### config.mk
export PLATFORM = sky130hd
export DESIGN_NAME = traffic_light_ctrl
export DESIGN_NICKNAME = d
export VERILOG_FILES = /design/src/rtl/traffic_light_ctrl.sv
export SDC_FILE = /design/constraint.sdc
export NUM_CORES = 1
export LEC_CHECK = 0
export ABC_AREA = 1
export BUFFER_PORTS_ARGS = -buffer_cell sky130_fd_sc_hd__clkbuf_2
export CAP_MARGIN = 20
export CORE_UTILIZATION = 60
export DETAILED_ROUTE_END_ITERATION = 6
export PLACE_DENSITY = 0.91
export SLEW_MARGIN = 15
export SYNTH_ARGS = -nofsm -noshare
export SYNTH_HDL_FRONTEND = slang
export SYNTH_SLANG_ARGS = --single-unit
### constraint.sdc
create_clock -name sys_clk -period 4.6 [get_ports sys_clk]
set_clock_uncertainty 0.05 [all_clocks]
set_input_delay 0.23 -clock sys_clk [delete_from_list [all_inputs] [get_ports sys_clk]]
set_output_delay 0.23 -clock sys_clk [all_outputs]
set_load 0.01 [all_outputs]
### src/rtl/traffic_light_ctrl.sv
// Multi-approach traffic-light sequencer: round-robin green/amber/all-red, pedestrian cut-in, night flash.
// Lamps are active-low, outputs registered and aligned with the state transition.
module traffic_light_ctrl #(
  parameter int N_CH            = 4,
  parameter int PRESCALE        = 27_000_000,
  parameter int GREEN_TICKS     = 40,
  parameter int AMBER_TICKS     = 5,
  parameter int ALLRED_TICKS    = 2,
  parameter int MIN_GREEN_TICKS = 10,
  parameter int PED_TICKS       = 15,
  parameter int FLASH_TICKS     = 1,
  localparam int CH_W           = (N_CH > 1) ? $clog2(N_CH) : 1
) (
  input  logic                sys_clk,
  input  logic                sys_rst_n,
  input  logic                night_mode,
  input  logic                ped_req,
  output logic [3*N_CH-1:0]   led,
  output logic [CH_W-1:0]     active_ch,
  output logic [2:0]          phase,
  output logic                ped_walk,
  output logic                ped_pending
);

  function automatic int max2(input int a, input int b);
    return (a > b) ? a : b;
  endfunction

  localparam int MAX_T = max2(max2(max2(GREEN_TICKS, AMBER_TICKS), max2(ALLRED_TICKS, MIN_GREEN_TICKS)),
                              max2(PED_TICKS, FLASH_TICKS));
  localparam int TMR_W = $clog2(MAX_T) + 1;
  localparam int PS_W  = (PRESCALE > 1) ? $clog2(PRESCALE) : 1;

  localparam logic [PS_W-1:0]  PS_LAST = PS_W'(PRESCALE - 1);
  localparam logic [TMR_W-1:0] G_LAST  = TMR_W'(GREEN_TICKS - 1);
  localparam logic [TMR_W-1:0] A_LAST  = TMR_W'(AMBER_TICKS - 1);
  localparam logic [TMR_W-1:0] R_LAST  = TMR_W'(ALLRED_TICKS - 1);
  localparam logic [TMR_W-1:0] MG_LAST = TMR_W'(MIN_GREEN_TICKS - 1);
  localparam logic [TMR_W-1:0] P_LAST  = TMR_W'(PED_TICKS - 1);
  localparam logic [TMR_W-1:0] F_LAST  = TMR_W'(FLASH_TICKS - 1);
  localparam logic [CH_W-1:0]  CH_LAST = CH_W'(N_CH - 1);

  if (N_CH < 1 || N_CH > 8 || PRESCALE < 1 || GREEN_TICKS < 1 || AMBER_TICKS < 1 ||
      ALLRED_TICKS < 1 || MIN_GREEN_TICKS < 1 || PED_TICKS < 1 || FLASH_TICKS < 1 ||
      MIN_GREEN_TICKS > GREEN_TICKS) begin : g_bad_params
    $error("traffic_light_ctrl: illegal parameter combination");
  end

  typedef enum logic [2:0] {
    ST_ALL_RED = 3'd0,
    ST_GREEN   = 3'd1,
    ST_AMBER   = 3'd2,
    ST_PED     = 3'd3,
    ST_FLASH   = 3'd4
  } state_t;

  state_t             state_q, state_d;
  logic [CH_W-1:0]    ch_q, ch_d;
  logic [TMR_W-1:0]   tmr_q, tmr_d;
  logic [PS_W-1:0]    presc_q, presc_d;
  logic               ped_q, ped_d;
  logic               flash_q, flash_d;
  logic [3*N_CH-1:0]  led_q, led_d;
  logic [2:0]         phase_q, phase_d;
  logic               walk_q, walk_d;
  logic               tick;

  always_ff @(posedge sys_clk or negedge sys_rst_n) begin
    if (!sys_rst_n) begin
      state_q <= ST_ALL_RED;
      ch_q    <= '0;
      tmr_q   <= '0;
      presc_q <= '0;
      ped_q   <= 1'b0;
      flash_q <= 1'b0;
      led_q   <= {N_CH{3'b101}};
      phase_q <= 3'd0;
      walk_q  <= 1'b0;
    end else begin
      state_q <= state_d;
      ch_q    <= ch_d;
      tmr_q   <= tmr_d;
      presc_q <= presc_d;
      ped_q   <= ped_d;
      flash_q <= flash_d;
      led_q   <= led_d;
      phase_q <= phase_d;
      walk_q  <= walk_d;
    end
  end

  always_comb begin
    tick    = (presc_q == PS_LAST);
    presc_d = tick ? '0 : presc_q + 1'b1;
    state_d = state_q;
    ch_d    = ch_q;
    flash_d = flash_q;
    tmr_d   = tick ? tmr_q + 1'b1 : tmr_q;
    ped_d   = ped_q | ped_req;

    case (state_q)
      ST_ALL_RED: begin
        if (tick && tmr_q == R_LAST) begin
          if (night_mode)  state_d = ST_FLASH;
          else if (ped_q)  state_d = ST_PED;
          else             state_d = ST_GREEN;
        end
      end
      ST_GREEN: begin
        if (tick && (tmr_q == G_LAST || (ped_q && tmr_q >= MG_LAST))) state_d = ST_AMBER;
      end
      ST_AMBER: begin
        if (tick && tmr_q == A_LAST) begin
          if (night_mode) begin
            state_d = ST_FLASH;
          end else begin
            state_d = ST_ALL_RED;
            ch_d    = (ch_q == CH_LAST) ? '0 : ch_q + 1'b1;
          end
        end
      end
      ST_PED: begin
        if (tick && tmr_q == P_LAST) begin
          ped_d   = ped_req;
          state_d = night_mode ? ST_FLASH : ST_GREEN;
        end
      end
      ST_FLASH: begin
        if (tick) begin
          if (!night_mode) begin
            state_d = ST_ALL_RED;
            ch_d    = '0;
            flash_d = 1'b0;
          end else if (tmr_q == F_LAST) begin
            flash_d = ~flash_q;
            tmr_d   = '0;
          end
        end
      end
      default: state_d = ST_ALL_RED;
    endcase

    if (state_d != state_q) tmr_d = '0;
    // Pedestrian requests are meaningless while flashing; also drops a latch pending at flash entry.
    if (state_q == ST_FLASH || state_d == ST_FLASH) ped_d = 1'b0;

    for (int c = 0; c < N_CH; c++) begin
      led_d[3*c +: 3] = 3'b101;
      if (state_d == ST_GREEN && ch_d == CH_W'(c)) led_d[3*c +: 3] = 3'b110;
      if (state_d == ST_AMBER && ch_d == CH_W'(c)) led_d[3*c +: 3] = 3'b011;
      if (state_d == ST_FLASH) led_d[3*c +: 3] = flash_d ? 3'b011 : 3'b111;
    end
    phase_d = state_d;
    walk_d  = (state_d == ST_PED);
  end

  assign led         = led_q;
  assign active_ch   = ch_q;
  assign phase       = phase_q;
  assign ped_walk    = walk_q;
  assign ped_pending = ped_q;

endmodule

==> reports/metrics.cfg <==
[clocking]
cts_sinks = 52
clock_latency_ps = 310
clockBufferDepth = 2
root_buffer = clkbuf_8
cts_buffers = 5
cts_resized = 0
clk_pin_slew_ps = 90
cts_setup_buffers = 0
cts_tree = done
cts_hold_buffers = 1
h-tree-depth = 2

[final_layout]
finalNetCount = 428
diodes = 0
drive_above_1_share = 0.160
nFillCells = 388
fin_area_sq_mm = 0.00325
final_cell_mix = nand2_1 (94), nor2_1 (56), inv_1 (48), dfrtp_1 (44), nand3_1 (39)
syn2layout_area_growth_pct = 9.22
final_common_cell = nand2_1

[synthesis]
synth-seq-cells = 52
syn_area_sq_mm = 0.00297
yosysTopAreaCell = dfrtp_1
synth_top_area_frac = 0.371
synth-seq-area-share = 0.441
avgSynthCellArea_sq_um = 7.60
syn_inst = 391
syn-num-nets = 401
yosys_warnings = 0
synth_cell_types = 34
synthTopCellsByArea = dfrtp_1 (37%), nand2_1 (12%), dfstp_2 (7.1%)

[sta]
hold_viol = 0
period_minus_slack_ps = 2540
tns_ps = 0
grt_setup_unrepaired = no
period_share = 0.552
whs_ps = 152
max-slew-margin-rel = 0.516
worst_pin_slew_ps = 725
slew_violations = 0
fmax_mhz = 394
finalSetupViolations = 0

[power]
p_int_w = 0.000566
leakage_nw = 1.52
p_seq_frac = 0.627
clkPwrFrac = 0.354
vdd_drop_max_uv = 179
power.density_mw_per_mm2 = 225
combPwrFrac = 0.019
switchingPower_w = 0.000163
switching_share = 0.223

[grt]
grt_antenna_before_repair = 0
grt_pass1_vias = 2457
grt_max_degree = 53
grt_pass1_wl_um = 10600
grt_usage = 0.263
gr-total-overflow = 0

[worst_setup_path]
worst_path_max_delay_cell = nor2_2
crit_family = simple AND/OR/NAND/NOR gates
path_max_fanout = 20
crit_type = flop to flop
crit_buf_inv = 2
slowest_delay_ps = 560
crit_chain = ha_1 > nand3_4 > nor2_4 > nand3_2 > nor2_2 > nand3_1 > nand3_1 > nand2_1 > nand2_1 > inv_1 > nand2_1 > inv_1 > nand2_1
cpMostUsedCell = nand2_1
end_kind = flop
cp.required_ps = 4810
arrival_ps = 2740
cp-start-kind = flop

[floorplan]
die_h_um = 72.4
core_sq_mm = 0.00475
io-pin-count = 23
rows = 25
initial_core_util = 0.625
die_x_um = 72.4
die_area_sq_mm = 0.00524

[hold_path]
worstHoldPathType = input pin to flop

[route]
ant_nets = 0
drc = 0
routed_wire_length_per_instance_um = 12.7
dr.pass1.iters = 4
drt_first_iter_violations = 189
vias = 2637
drt-vias-per-instance = 5.43
routed_wirelength_um = 6200

[placed_design]
place_hpwl_um = 4670
globalplace.congestion = 0.900
portBuffers = 22
place_area_sq_mm = 0.00315

[run]
max_cap_violations = 0

[run_status]
status = finished, final reports clean

-- final timing paths --
check	slack, ps	start	cells past startpoint	end
worst min register to register	440	presc_q[0]	1	presc_q[0]
worst max-delay path	2060	presc_q[0]	13	led[10]
worst max register to register	2060	presc_q[0]	13	led[10]
min in group asynchronous	500	sys_rst_n	3	presc_q[8]
max in group asynchronous	3550	sys_rst_n	3	presc_q[20]
worst min-delay path	150	ped_req	3	ped_pending
-- power by group through the flow --
| stage | Clock, W | Sequential, W | Combinational, W |
|---|---|---|---|
| after detailed placement | 0 | 0.000466 | 0.0000135 |
| after floorplan | 0 | 0.000466 | 0.00000167 |
| after global routing | 0.000287 | 0.000457 | 0.0000162 |
| after global placement | 0 | 0.000466 | 0.0000131 |
| final | 0.000258 | 0.000457 | 0.0000135 |
| after CTS | 0.000269 | 0.000457 | 0.0000142 |
-- per-stage QoR --
stage / util / setup slack, ps / cells / power, W
floorplan: - / 2730 / 391 / 0.000468
global placement: 0.662 / 2120 / 477 / 0.000479
detailed placement: 0.662 / 2070 / 477 / 0.000479
CTS: 0.683 / 2040 / 486 / 0.000740
global route: 0.683 / 1750 / 486 / 0.000761
finish: 0.683 / 2060 / 486 / 0.000729
-- worst reg2reg max path, stage by stage, from the launching register on --
cell and delay (ps):
dfrtp_1 390, ha_1 240, nand3_4 120, nor2_4 130, nand3_2 80, nor2_2 560
nand3_1 210, nand3_1 120, nand2_1 80, nand2_1 140, inv_1 140, nand2_1 130
inv_1 50, nand2_1 50
-- area by class of cell --
type / instances / area (sq um) / area share
Inverter: 51 / 191 / 0.0590
Tap cell: 67 / 83.8 / 0.0258
Clock inverter: 3 / 18.8 / 0.00578
Multi-Input combinational cell: 284 / 1440 / 0.445
Clock buffer: 5 / 68.8 / 0.0212
Sequential cell: 52 / 1310 / 0.404
Timing Repair Buffer: 24 / 128 / 0.0393
-- registers in the layout (all words and copies together), names as in the netlist --
name / cells
ped_walk: 1
ped_pending: 1
led: 12
flash_q: 1
presc_q: 25
phase: 3
active_ch: 2
tmr_q: 7
-- routing by layer --
| metal | wire length (um) | global-route usage | vias to the layer above |
|---|---|---|---|
| met5 | 0 | 0 | - |
| met4 | 135 | 0.135 | 0 |
| met3 | 279 | 0.0528 | 17 |
| met2 | 3000 | 0.421 | 66 |
| met1 | 2780 | 0.339 | 1244 |
| li1 | - | - | 1310 |
-- cell families after synthesis --
| group | Yosys count | share of synthesized area |
|---|---|---|
| buffers and inverters | 55 | 0.0728 |
| AND/OR/NAND/NOR | 240 | 0.374 |
| AO/OA/AOI/OAI | 27 | 0.0543 |
| flip-flops | 52 | 0.441 |
| XOR/XNOR | 11 | 0.0324 |
| adder cells (fa/ha/maj) | 6 | 0.0253 |
-- cells in the mapped netlist (all sizes together) --
cell	n
a21oi	10
a311oi	1
a31oi	4
buf	3
clkbuf	1
dfrtp	44
dfstp	8
ha	6
inv	51
nand2	100
nand3	43
nand3b	1
nand4	11
nor2	66
nor3	14
nor3b	1
nor4	3
o21a	1
o21ai	8
o21bai	1
o221a	2
or2	1
xnor2	3
xor2	8
Note: power is estimated with default switching activity, not from simulation.
